## src/rtl/note_lane_renderer_if.sv

```systemverilog
// note_lane_renderer_if: cell-draw request bus between the lane renderer
// and the VGA plotter. The renderer is the master: it drives the cell
// coordinates and colour. The plotter is the slave: it returns draw_ready.
interface note_lane_renderer_if;
   logic       draw_valid;
   logic       draw_ready;
   logic [7:0] draw_x;
   logic [6:0] draw_y;
   logic [2:0] draw_colour;

   modport master (
      output draw_valid,
      output draw_x,
      output draw_y,
      output draw_colour,
      input  draw_ready
   );

   modport slave (
      input  draw_valid,
      input  draw_x,
      input  draw_y,
      input  draw_colour,
      output draw_ready
   );
endinterface

```

## src/rtl/note_lane_renderer.sv

```systemverilog
// note_lane_renderer: keeps a scrolling history of the last DEPTH beat rows
// for 4 note lanes. Every accepted beat overwrites the oldest row, and the
// evicted row is reported on hit_row. The whole field is then redrawn as
// 4*DEPTH cell-draw requests, row 0 (newest, top) first and lane 0 first
// within each row. A single pending slot absorbs one beat that arrives
// while a push or redraw is in progress. Any further beat is dropped and
// raises the sticky overflow flag.
// Optional build macro LANE_COLOUR_EN: when it is defined, each lane draws
// its notes in its own colour. When it is undefined, every note is drawn
// in white.
module note_lane_renderer #(
   parameter int DEPTH  = 16,
   parameter int ROW_H  = 7,
   parameter int LANE_W = 16,
   parameter int X0     = 48
) (
   input  logic                  clk,
   input  logic                  reset,
   input  logic                  beat_valid,
   input  logic [7:0]            beat_data,
   note_lane_renderer_if.master  draw,
   output logic                  frame_done,
   output logic                  hit_valid,
   output logic [3:0]            hit_row,
   output logic                  overflow
);

   localparam int PTR_W  = $clog2(DEPTH);
   localparam int CELL_W = PTR_W + 2;
   localparam logic [CELL_W-1:0] LAST_CELL = CELL_W'(4 * DEPTH - 1);

   typedef enum logic [1:0] {
      IDLE = 2'd0,
      PUSH = 2'd1,
      DRAW = 2'd2,
      DONE = 2'd3
   } stateE;

   stateE             state_q, state_d;
   logic [3:0]        rows_q [DEPTH];
   logic [PTR_W-1:0]  wrPtr_q;
   logic [CELL_W-1:0] cellIdx_q, cellIdx_d;
   logic              pending_q, pending_d;
   logic [3:0]        pendData_q, pendData_d;
   logic              overflow_q, overflow_d;
   logic              hitValid_q;
   logic [3:0]        hitRow_q;

   logic              pushEn;
   logic [3:0]        pushData;
   logic              handshake;
   logic              lastCell;
   logic [1:0]        cellLane;
   logic [PTR_W-1:0]  cellRow;
   logic [PTR_W-1:0]  physRow;
   logic [3:0]        rowBits;
   logic [2:0]        noteColour;
   logic [3:0]        unusedBeatBits;

   assign unusedBeatBits = beat_data[7:4];

   assign handshake = (state_q == DRAW) && draw.draw_ready;
   assign lastCell  = (cellIdx_q == LAST_CELL);
   assign cellLane  = cellIdx_q[1:0];
   assign cellRow   = cellIdx_q[CELL_W-1:2];
   // The newest row sits just behind the write pointer, so logical row r
   // is r slots further back (wrapping) from that position.
   assign physRow   = wrPtr_q - PTR_W'(1) - cellRow;
   assign rowBits   = rows_q[physRow];

   // Decide whether a row is written this cycle and how a beat that
   // arrives while busy is absorbed (pending slot) or dropped (overflow).
   always_comb begin
      pushEn     = 1'b0;
      pushData   = beat_data[3:0];
      pending_d  = pending_q;
      pendData_d = pendData_q;
      overflow_d = overflow_q;
      unique case (state_q)
         IDLE: pushEn = beat_valid;
         DONE: begin
            pushEn = pending_q || beat_valid;
            if (pending_q) begin
               pushData = pendData_q;
            end
         end
         default: ;
      endcase
      if ((state_q == DONE) && pending_q) begin
         pending_d = 1'b0;
      end
      if (beat_valid && ((state_q == PUSH) || (state_q == DRAW) ||
                         ((state_q == DONE) && pending_q))) begin
         if (pending_q) begin
            overflow_d = 1'b1;
         end else begin
            pending_d  = 1'b1;
            pendData_d = beat_data[3:0];
         end
      end
   end

   // The cell counter restarts for every redraw and advances only when
   // the plotter accepts the current cell.
   always_comb begin
      cellIdx_d = cellIdx_q;
      if (state_q == PUSH) begin
         cellIdx_d = '0;
      end else if (handshake) begin
         cellIdx_d = cellIdx_q + CELL_W'(1);
      end
   end

   // FSM state register.
   always_ff @(posedge clk) begin
      if (reset) begin
         state_q <= IDLE;
      end else begin
         state_q <= state_d;
      end
   end

   // FSM next state: push, then redraw the field, then a one-cycle done
   // state that chains straight into another push if a beat is waiting.
   always_comb begin
      state_d = state_q;
      unique case (state_q)
         IDLE: if (beat_valid) state_d = PUSH;
         PUSH: state_d = DRAW;
         DRAW: if (handshake && lastCell) state_d = DONE;
         DONE: state_d = pushEn ? PUSH : IDLE;
         default: state_d = IDLE;
      endcase
   end

   // Select the note colour for the current lane.
   always_comb begin
      noteColour = 3'b111;
`ifdef LANE_COLOUR_EN
      unique case (cellLane)
         2'd0: noteColour = 3'b100;
         2'd1: noteColour = 3'b010;
         2'd2: noteColour = 3'b001;
         default: noteColour = 3'b110;
      endcase
`else
      noteColour = 3'b111;
`endif
   end

   // FSM outputs: drive the cell bus only while drawing. The fields are
   // derived from the cell counter, so they hold while the plotter stalls.
   always_comb begin
      draw.draw_valid  = 1'b0;
      draw.draw_x      = '0;
      draw.draw_y      = '0;
      draw.draw_colour = '0;
      frame_done       = 1'b0;
      if (state_q == DRAW) begin
         draw.draw_valid  = 1'b1;
         draw.draw_x      = 8'(X0 + 32'(cellLane) * LANE_W);
         draw.draw_y      = 7'(32'(cellRow) * ROW_H);
         draw.draw_colour = rowBits[cellLane] ? noteColour : 3'b000;
      end
      if (state_q == DONE) begin
         frame_done = 1'b1;
      end
   end

   // Row storage, write pointer, pending slot, sticky overflow, and the
   // registered eviction report.
   always_ff @(posedge clk) begin
      if (reset) begin
         for (int i = 0; i < DEPTH; i++) begin
            rows_q[i] <= '0;
         end
         wrPtr_q    <= '0;
         cellIdx_q  <= '0;
         pending_q  <= 1'b0;
         pendData_q <= '0;
         overflow_q <= 1'b0;
         hitValid_q <= 1'b0;
         hitRow_q   <= '0;
      end else begin
         if (pushEn) begin
            rows_q[wrPtr_q] <= pushData;
            wrPtr_q         <= wrPtr_q + PTR_W'(1);
         end
         cellIdx_q  <= cellIdx_d;
         pending_q  <= pending_d;
         pendData_q <= pendData_d;
         overflow_q <= overflow_d;
         hitValid_q <= pushEn;
         hitRow_q   <= pushEn ? rows_q[wrPtr_q] : 4'b0000;
      end
   end

   assign hit_valid = hitValid_q;
   assign hit_row   = hitRow_q;
   assign overflow  = overflow_q;

endmodule

```

## src/flat_wrapper.sv

```systemverilog
// flat-port wrapper written by rule: the top's interface ports become plain ports
module note_lane_renderer_flat 
#(
   parameter int DEPTH  = 16,
   parameter int ROW_H  = 7,
   parameter int LANE_W = 16,
   parameter int X0     = 48
)
  (clk, reset, beat_valid, beat_data, frame_done, hit_valid, hit_row, overflow, draw_draw_valid, draw_draw_x, draw_draw_y, draw_draw_colour, draw_draw_ready);
  note_lane_renderer_if draw_i ();
  input  logic clk;
  input  logic reset;
  input  logic beat_valid;
  input  logic [7:0] beat_data;
  output logic frame_done;
  output logic hit_valid;
  output logic [3:0] hit_row;
  output logic overflow;
  output wire logic [$bits(draw_i.draw_valid)-1:0] draw_draw_valid;
  output wire logic [$bits(draw_i.draw_x)-1:0] draw_draw_x;
  output wire logic [$bits(draw_i.draw_y)-1:0] draw_draw_y;
  output wire logic [$bits(draw_i.draw_colour)-1:0] draw_draw_colour;
  input wire logic [$bits(draw_i.draw_ready)-1:0] draw_draw_ready;
  assign draw_draw_valid = draw_i.draw_valid;
  assign draw_draw_x = draw_i.draw_x;
  assign draw_draw_y = draw_i.draw_y;
  assign draw_draw_colour = draw_i.draw_colour;
  assign draw_i.draw_ready = draw_draw_ready;
  note_lane_renderer #(.DEPTH(DEPTH), .ROW_H(ROW_H), .LANE_W(LANE_W), .X0(X0)) u_core (.clk(clk), .reset(reset), .beat_valid(beat_valid), .beat_data(beat_data), .draw(draw_i), .frame_done(frame_done), .hit_valid(hit_valid), .hit_row(hit_row), .overflow(overflow));
endmodule
```

## config.mk

```make
export PLATFORM = sky130hd
export DESIGN_NAME = note_lane_renderer_flat
export DESIGN_NICKNAME = d
export VERILOG_FILES = /design/src/rtl/note_lane_renderer_if.sv /design/src/rtl/note_lane_renderer.sv /design/src/flat_wrapper.sv
export SDC_FILE = /design/constraint.sdc
export NUM_CORES = 1
export LEC_CHECK = 0
export CAP_MARGIN = 20
export CORE_ASPECT_RATIO = 0.5
export CORE_UTILIZATION = 30
export CTS_CLUSTER_SIZE = 24
export DETAILED_ROUTE_END_ITERATION = 8
export SLEW_MARGIN = 20
export SYNTH_ARGS = -nofsm -noshare
export SYNTH_HDL_FRONTEND = slang
export SYNTH_SLANG_ARGS = --single-unit
```

## constraint.sdc

```tcl
create_clock -name clk -period 4.8 [get_ports clk]
set_clock_uncertainty 0.15 [all_clocks]
set_input_delay 0.96 -clock clk [delete_from_list [all_inputs] [get_ports clk]]
set_output_delay 0.96 -clock clk [all_outputs]
set_load 0.05 [all_outputs]
```

# Yosys cells after proc, flatten, opt, wreduce, memory -nomap -nowiden
# Memories as Yosys holds them, arrays and structs flattened. A register that Yosys moved wholly into a read port is not among the register bits.
# Cells that the tools add are included.
[op_classes]
n_addsub = 5
order_cmp = 1
muxes = 26
reduce_logical = 13
n_mul = 1
n_eq_ne = 6
bitwise = 1
[ops]
columns = ["operator", "count"]
rows = [
  ["$mux W4", 4],
  ["$mux W1", 13],
  ["$mux W8", 1],
  ["$pmux W2 S4", 1],
  ["$add A6 B6 Y7 const A", 1],
  ["$mul A4 B3 Y7 const B", 1],
  ["$mux W7", 1],
  ["$add A6 B1 Y6 const B", 1],
  ["$eq A6 B6 Y1 const B", 1],
  ["$mux W3", 2],
  ["$add A4 B1 Y4 const B", 1],
  ["$eq A2 B2 Y1 const B", 2],
  ["$logic_and A1 B1 Y1", 4],
  ["$mux W2", 2],
  ["$ne A2 B2 Y1 const B", 2],
  ["$reduce_and A2 Y1", 2],
  ["$reduce_or A2 Y1", 2],
  ["$reduce_or A4 Y1", 1],
  ["$sub A4 B1 Y4 const B", 1],
  ["$sub A4 B4 Y4", 1],
  ["$logic_or A1 B1 Y1", 3],
  ["$lt A2 B3 Y1 const B", 1],
  ["$bmux W1 S2", 1],
  ["$eq A2 B1 Y1 const B", 1],
  ["3 further kinds", 3],
]
[totals]
mem_count = 1
word_cells = 61
mem_bits_rw = 64
ff_bits = 19
out_inout_bits = 26
input_bits = 12
[memory_table]
columns = ["name", "words", "width", "rd", "rd_clocked_by_memory_dff", "wr", "line_no", "rtl"]
rows = [
  ["u_core.rows_q", 16, 4, 2, 1, 16, "note_lane_renderer.sv:40", "logic [3:0] rows_q [DEPTH];"],
]

# Longest topological paths before layout
[depth]
word_depth = 7
depth_mapped = 12
ltp_nobuf = 10

# Worst setup path before layout
# Ideal clock, no wire load.
[synth_timing]
kind = "register -> output"
startpoint = "register u_core.wrPtr_q[1]"
endpoint = "output draw_draw_colour[1]"
path_stages_with_launch = 13
n_path_buf = 4
required_ps = 3690
arrival_ps = 3901
path_slack_ps = -211
path_cell_list = "dfxtp_1 clkbuf_1 clkbuf_1 inv_1 fa_1 buf_6 inv_6 mux4_1 mux2_2 mux2_2 o211ai_2 o211ai_1 buf_4"
[synth_between]
elab_chain_len = 7
[synth_rtl]
columns = ["element", "line_no", "rtl"]
rows = [
  ["start: declaration", "note_lane_renderer.sv:41", "logic [PTR_W-1:0] wrPtr_q;"],
  ["start signal: assignment", "note_lane_renderer.sv:187", "wrPtr_q <= wrPtr_q + PTR_W'(1);"],
  ["$sub A4 B1 Y4", "note_lane_renderer.sv:68", "assign physRow = wrPtr_q - PTR_W'(1) - cellRow;"],
  ["$sub A4 B4 Y4", "note_lane_renderer.sv:68", ""],
  ["$mem_v2 Z16 W4", "-", ""],
  ["$bmux W1 S2", "note_lane_renderer.sv:163", "draw.draw_colour = rowBits[cellLane] ? noteColour : 3'b000;"],
  ["$mux W1 (not written as such)", "note_lane_renderer.sv:163", ""],
  ["$mux W3", "note_lane_renderer.sv:163", ""],
  ["$mux W3", "note_lane_renderer.sv:159", "if (state_q == DRAW) begin"],
  ["end: declaration", "flat_wrapper.sv:22", "output wire logic [$bits(draw_i.draw_colour)-1:0] draw_draw_colour;"],
]
# No other way between the ends. The select of a mux whose other input is x is not followed.

# Final worst setup path
[layout_timing]
startpoint = "register u_core.cellIdx_q[2]"
endpoint = "output draw_draw_colour[2]"
[layout_between]
elab_chain_len = 6
[layout_rtl]
columns = ["element", "line_no", "rtl"]
rows = [
  ["start: declaration", "note_lane_renderer.sv:42", "logic [CELL_W-1:0] cellIdx_q, cellIdx_d;"],
  ["start signal: assignment", "note_lane_renderer.sv:189", "cellIdx_q <= cellIdx_d;"],
  ["$sub A4 B4 Y4", "note_lane_renderer.sv:68", ""],
  ["$mem_v2 Z16 W4", "-", ""],
  ["$bmux W1 S2", "note_lane_renderer.sv:163", ""],
  ["$mux W1 (not written as such)", "note_lane_renderer.sv:163", ""],
  ["$mux W3", "note_lane_renderer.sv:163", ""],
  ["$mux W3", "note_lane_renderer.sv:159", ""],
]
# No other way between the ends. The select of a mux whose other input is x is not followed.

==> metrics <==
worst hold path type=flip-flop to flip-flop; status=complete, no violations; largest net degree at the start of global routing=25; final setup fails=0; Die W=184 um; Synth Cell Area=4980 sq um; port buffer count=28; Top delay family on crit path=multiplexers; DP HPWL=8570 um; R2R cell count=7; CTS resizes=0; CP endpoint=draw_draw_colour[2]; most frequent cell after synthesis=nor2_1; RR Endpoint=u_core.rows_q[3][0]$_SDFFCE_PN0P_; Commonest cells post-synth=nor2_1 (95), edfxtp_1 (64), mux4_2 (24); syn avg cell area=12.2 sq um; placed instance area=5490 sq um; RSZ-0062 raised after global routing=no; Worst setup EP type=output pin; Pins Over Slew Limit=0; Primary FF master, synth=edfxtp_1; TritonCTS Buffers=9; Clk pwr share=29.9%; global placement routability congestion=0.859; WL/cell=18.4 um; Post-Route WL=12200 um; CTS tree=built; worst path required time=3690 ps; Total Power=0.00254 W; worst-margin pin slew=671 ps; Syn Inst Count=410; max cap viols=0; CP peak stage delay=560 ps; CP startpoint kind=flip-flop; Setup Buffers After CTS=0; kind of critical path=flip-flop to output pin; Ant. Diodes=0; Fin. Hold Viols=0; Gate power share=34.1%; FP Rows=32; register bit total from synthesis=87; Synth top area share=38.6%; Ports=38; Max FO, Critical Path=8; final instance area=5810 sq um; Netlist cell types=46; EDFF count, synth=64; Skew-Pair Late Insertion Delay=350 ps; drt pass-1 iters=4; Async SR Flop Fraction=0%; Starting Density=31.5%; crit path DAT=3480 ps; Int Pwr=0.00171 W; Synth area leaders=edfxtp_1 (39%), mux4_2 (11%), dfxtp_1 (9.2%); crit path from=u_core.cellIdx_q[2]$_SDFFE_PP0P_; Final TNS setup=0 ps; Switching Power=0.000831 W; CP Depth=11; Overflow after GRT=0; share of the clock period used by the worst path=95.6%; total instance count after detailed placement=649; DIE HEIGHT=93.2 um; part of the power in registers=36.0%; pwr dens=437 nW/um^2; Peak VDD IR=0.221 mV; NumNets Final=477; core outline area=15800 sq um; Final min period=4590 ps; relative slew slack=55.0%; H-tree lvl count=3; Final Non-Filler Cells=665; layout cells sized above 1=15.1%; Ys Warns=0; Crit-path slowest cell=mux4_1; Post-DRT Antenna Nets=0; switch share=32.7%; Achievable Freq=218 MHz; synthesis-to-layout area growth=16.6%; initial DRC count=310; sequential share of the synthesized area=47.8%; Root Buffer=clkbuf_16; r2r setup slk=1900 ps; clk buf depth=2; Clk pin slew, worst setup/hold paths=60 ps; routed vias=3367; Yosys top cell by area=edfxtp_1; CP cell instances=inv_1 > ha_1 > inv_1 > fa_1 > inv_6 > mux4_1 > mux2_2 > mux2_2 > o211ai_2 > o211ai_1 > buf_4; first-pass GRT wire length=19000 um; Bufs and invs on worst path=4; Vias/cell=5.06; number of global-route vias before repair=3328; Residual DRC=0; initial antenna violation count=0; Clock Sinks=87; Crit Reg-Reg Startpoint=u_core.state_q[1]$_SDFFE_PP0P_; LEAKAGE=2.21 nW; Total Routing Usage GR=15.4%; cts-stage hold buffer count=0; die area=17200 sq um
## how the worst min path moves through the flow
| stage | start | end | depth (start not counted) |
|---|---|---|---|
| floorplan | u_core.pendData_q[0]$_SDFFE_PP0P_ | u_core.pendData_q[0]$_SDFFE_PP0P_ | 2 |
| global placement | u_core.overflow$_SDFFE_PP0P_ | u_core.overflow$_SDFFE_PP0P_ | 2 |
| detailed placement | u_core.overflow$_SDFFE_PP0P_ | u_core.overflow$_SDFFE_PP0P_ | 2 |
| CTS | u_core.overflow$_SDFFE_PP0P_ | u_core.overflow$_SDFFE_PP0P_ | 2 |
| global route | u_core.overflow$_SDFFE_PP0P_ | u_core.overflow$_SDFFE_PP0P_ | 2 |
| finish | u_core.overflow$_SDFFE_PP0P_ | u_core.overflow$_SDFFE_PP0P_ | 2 |
## placed cells by master, fill, tap and decap left out, drive strengths merged, types with 3 or more instances in the layout
| cell type | synthesis | final |
|---|---|---|
| a21oi | 10 | 10 |
| and2 | 6 | 6 |
| buf | 16 | 17 |
| clkbuf | 12 | 10 |
| clkdlybuf4s50 | 0 | 25 |
| clkinv | 1 | 5 |
| conb | 1 | 5 |
| dfxtp | 23 | 23 |
| edfxtp | 64 | 64 |
| fa | 5 | 5 |
| ha | 21 | 21 |
| inv | 18 | 18 |
| mux2 | 3 | 3 |
| mux2i | 16 | 16 |
| mux4 | 34 | 34 |
| nand2 | 10 | 10 |
| nand2b | 17 | 17 |
| nand3 | 13 | 13 |
| nand4 | 5 | 5 |
| nor2 | 95 | 95 |
| nor2b | 4 | 4 |
| o211ai | 3 | 3 |
| o21ai | 3 | 3 |
| xnor2 | 10 | 10 |
| xor2 | 3 | 3 |
## worst reg2reg max path, stage by stage, from the launching register on
cell	delay [ps]
dfxtp_1	370
ha_1	260
nand2_1	210
a21oi_1	480
nand2_1	160
nor2_1	440
nand2_1	250
nand2b_1	270
## power groups by stage
stage,clock network [W],logic (W),registers (W)
after floorplan,0,0.000638,0.000942
after global placement,0,0.000858,0.000924
final,0.000760,0.000867,0.000914
after detailed placement,0,0.000865,0.000928
after CTS,0.000768,0.000870,0.000912
after global routing,0.000797,0.000931,0.000921
## kinds of logic after synthesis
logic type,after synthesis,synth area share (%)
buffers and inverters,47,4.79
and+or+nand+nor,159,14.4
muxes,53,20.0
adders and majority gates,26,7.28
DFF,87,47.8
AOI/OAI and AO/OA,24,3.19
other,1,0.0752
xor gates and xnor gates,13,2.44
## registers in the layout, indices dropped and copies added, names as in the netlist
name / flops
u_core.rows_q: 64
u_core.cellIdx_q: 6
u_core.hit_row: 4
u_core.pendData_q: 4
u_core.wrPtr_q: 4
u_core.state_q: 2
u_core.hit_valid: 1
u_core.overflow: 1
u_core.pending_q: 1
## metal layers
metal	global-route usage (%)	part of all wire [%]	vias up
met5	0	0	-
met1	19.9	44	1687
li1	-	-	1527
met3	4.01	7.8	23
met4	5.97	2.1	0
met2	24.6	46	130
## metrics by stage
step	hold slack (ps)	worst slack [ps]	util [%]
4_1_cts	317	200	36.8
5_1_grt	341	58.2	36.8
3_3_place_gp	291	629	34.7
2_1_floorplan	313	68.4	-
6_report	313	211	36.8
3_5_place_dp	307	597	34.7
## area by class of cell
cell class / count / area (sq um)
well taps: 221 / 277
clock buffers: 10 / 239
repair buffers: 42 / 378
inverters: 19 / 76.3
clock inverters: 6 / 83.8
multi-input cells: 280 / 2380
flip-flops and latches: 87 / 2380
fillers: 1512 / 10000
Note: power is estimated with default switching activity, not from simulation.
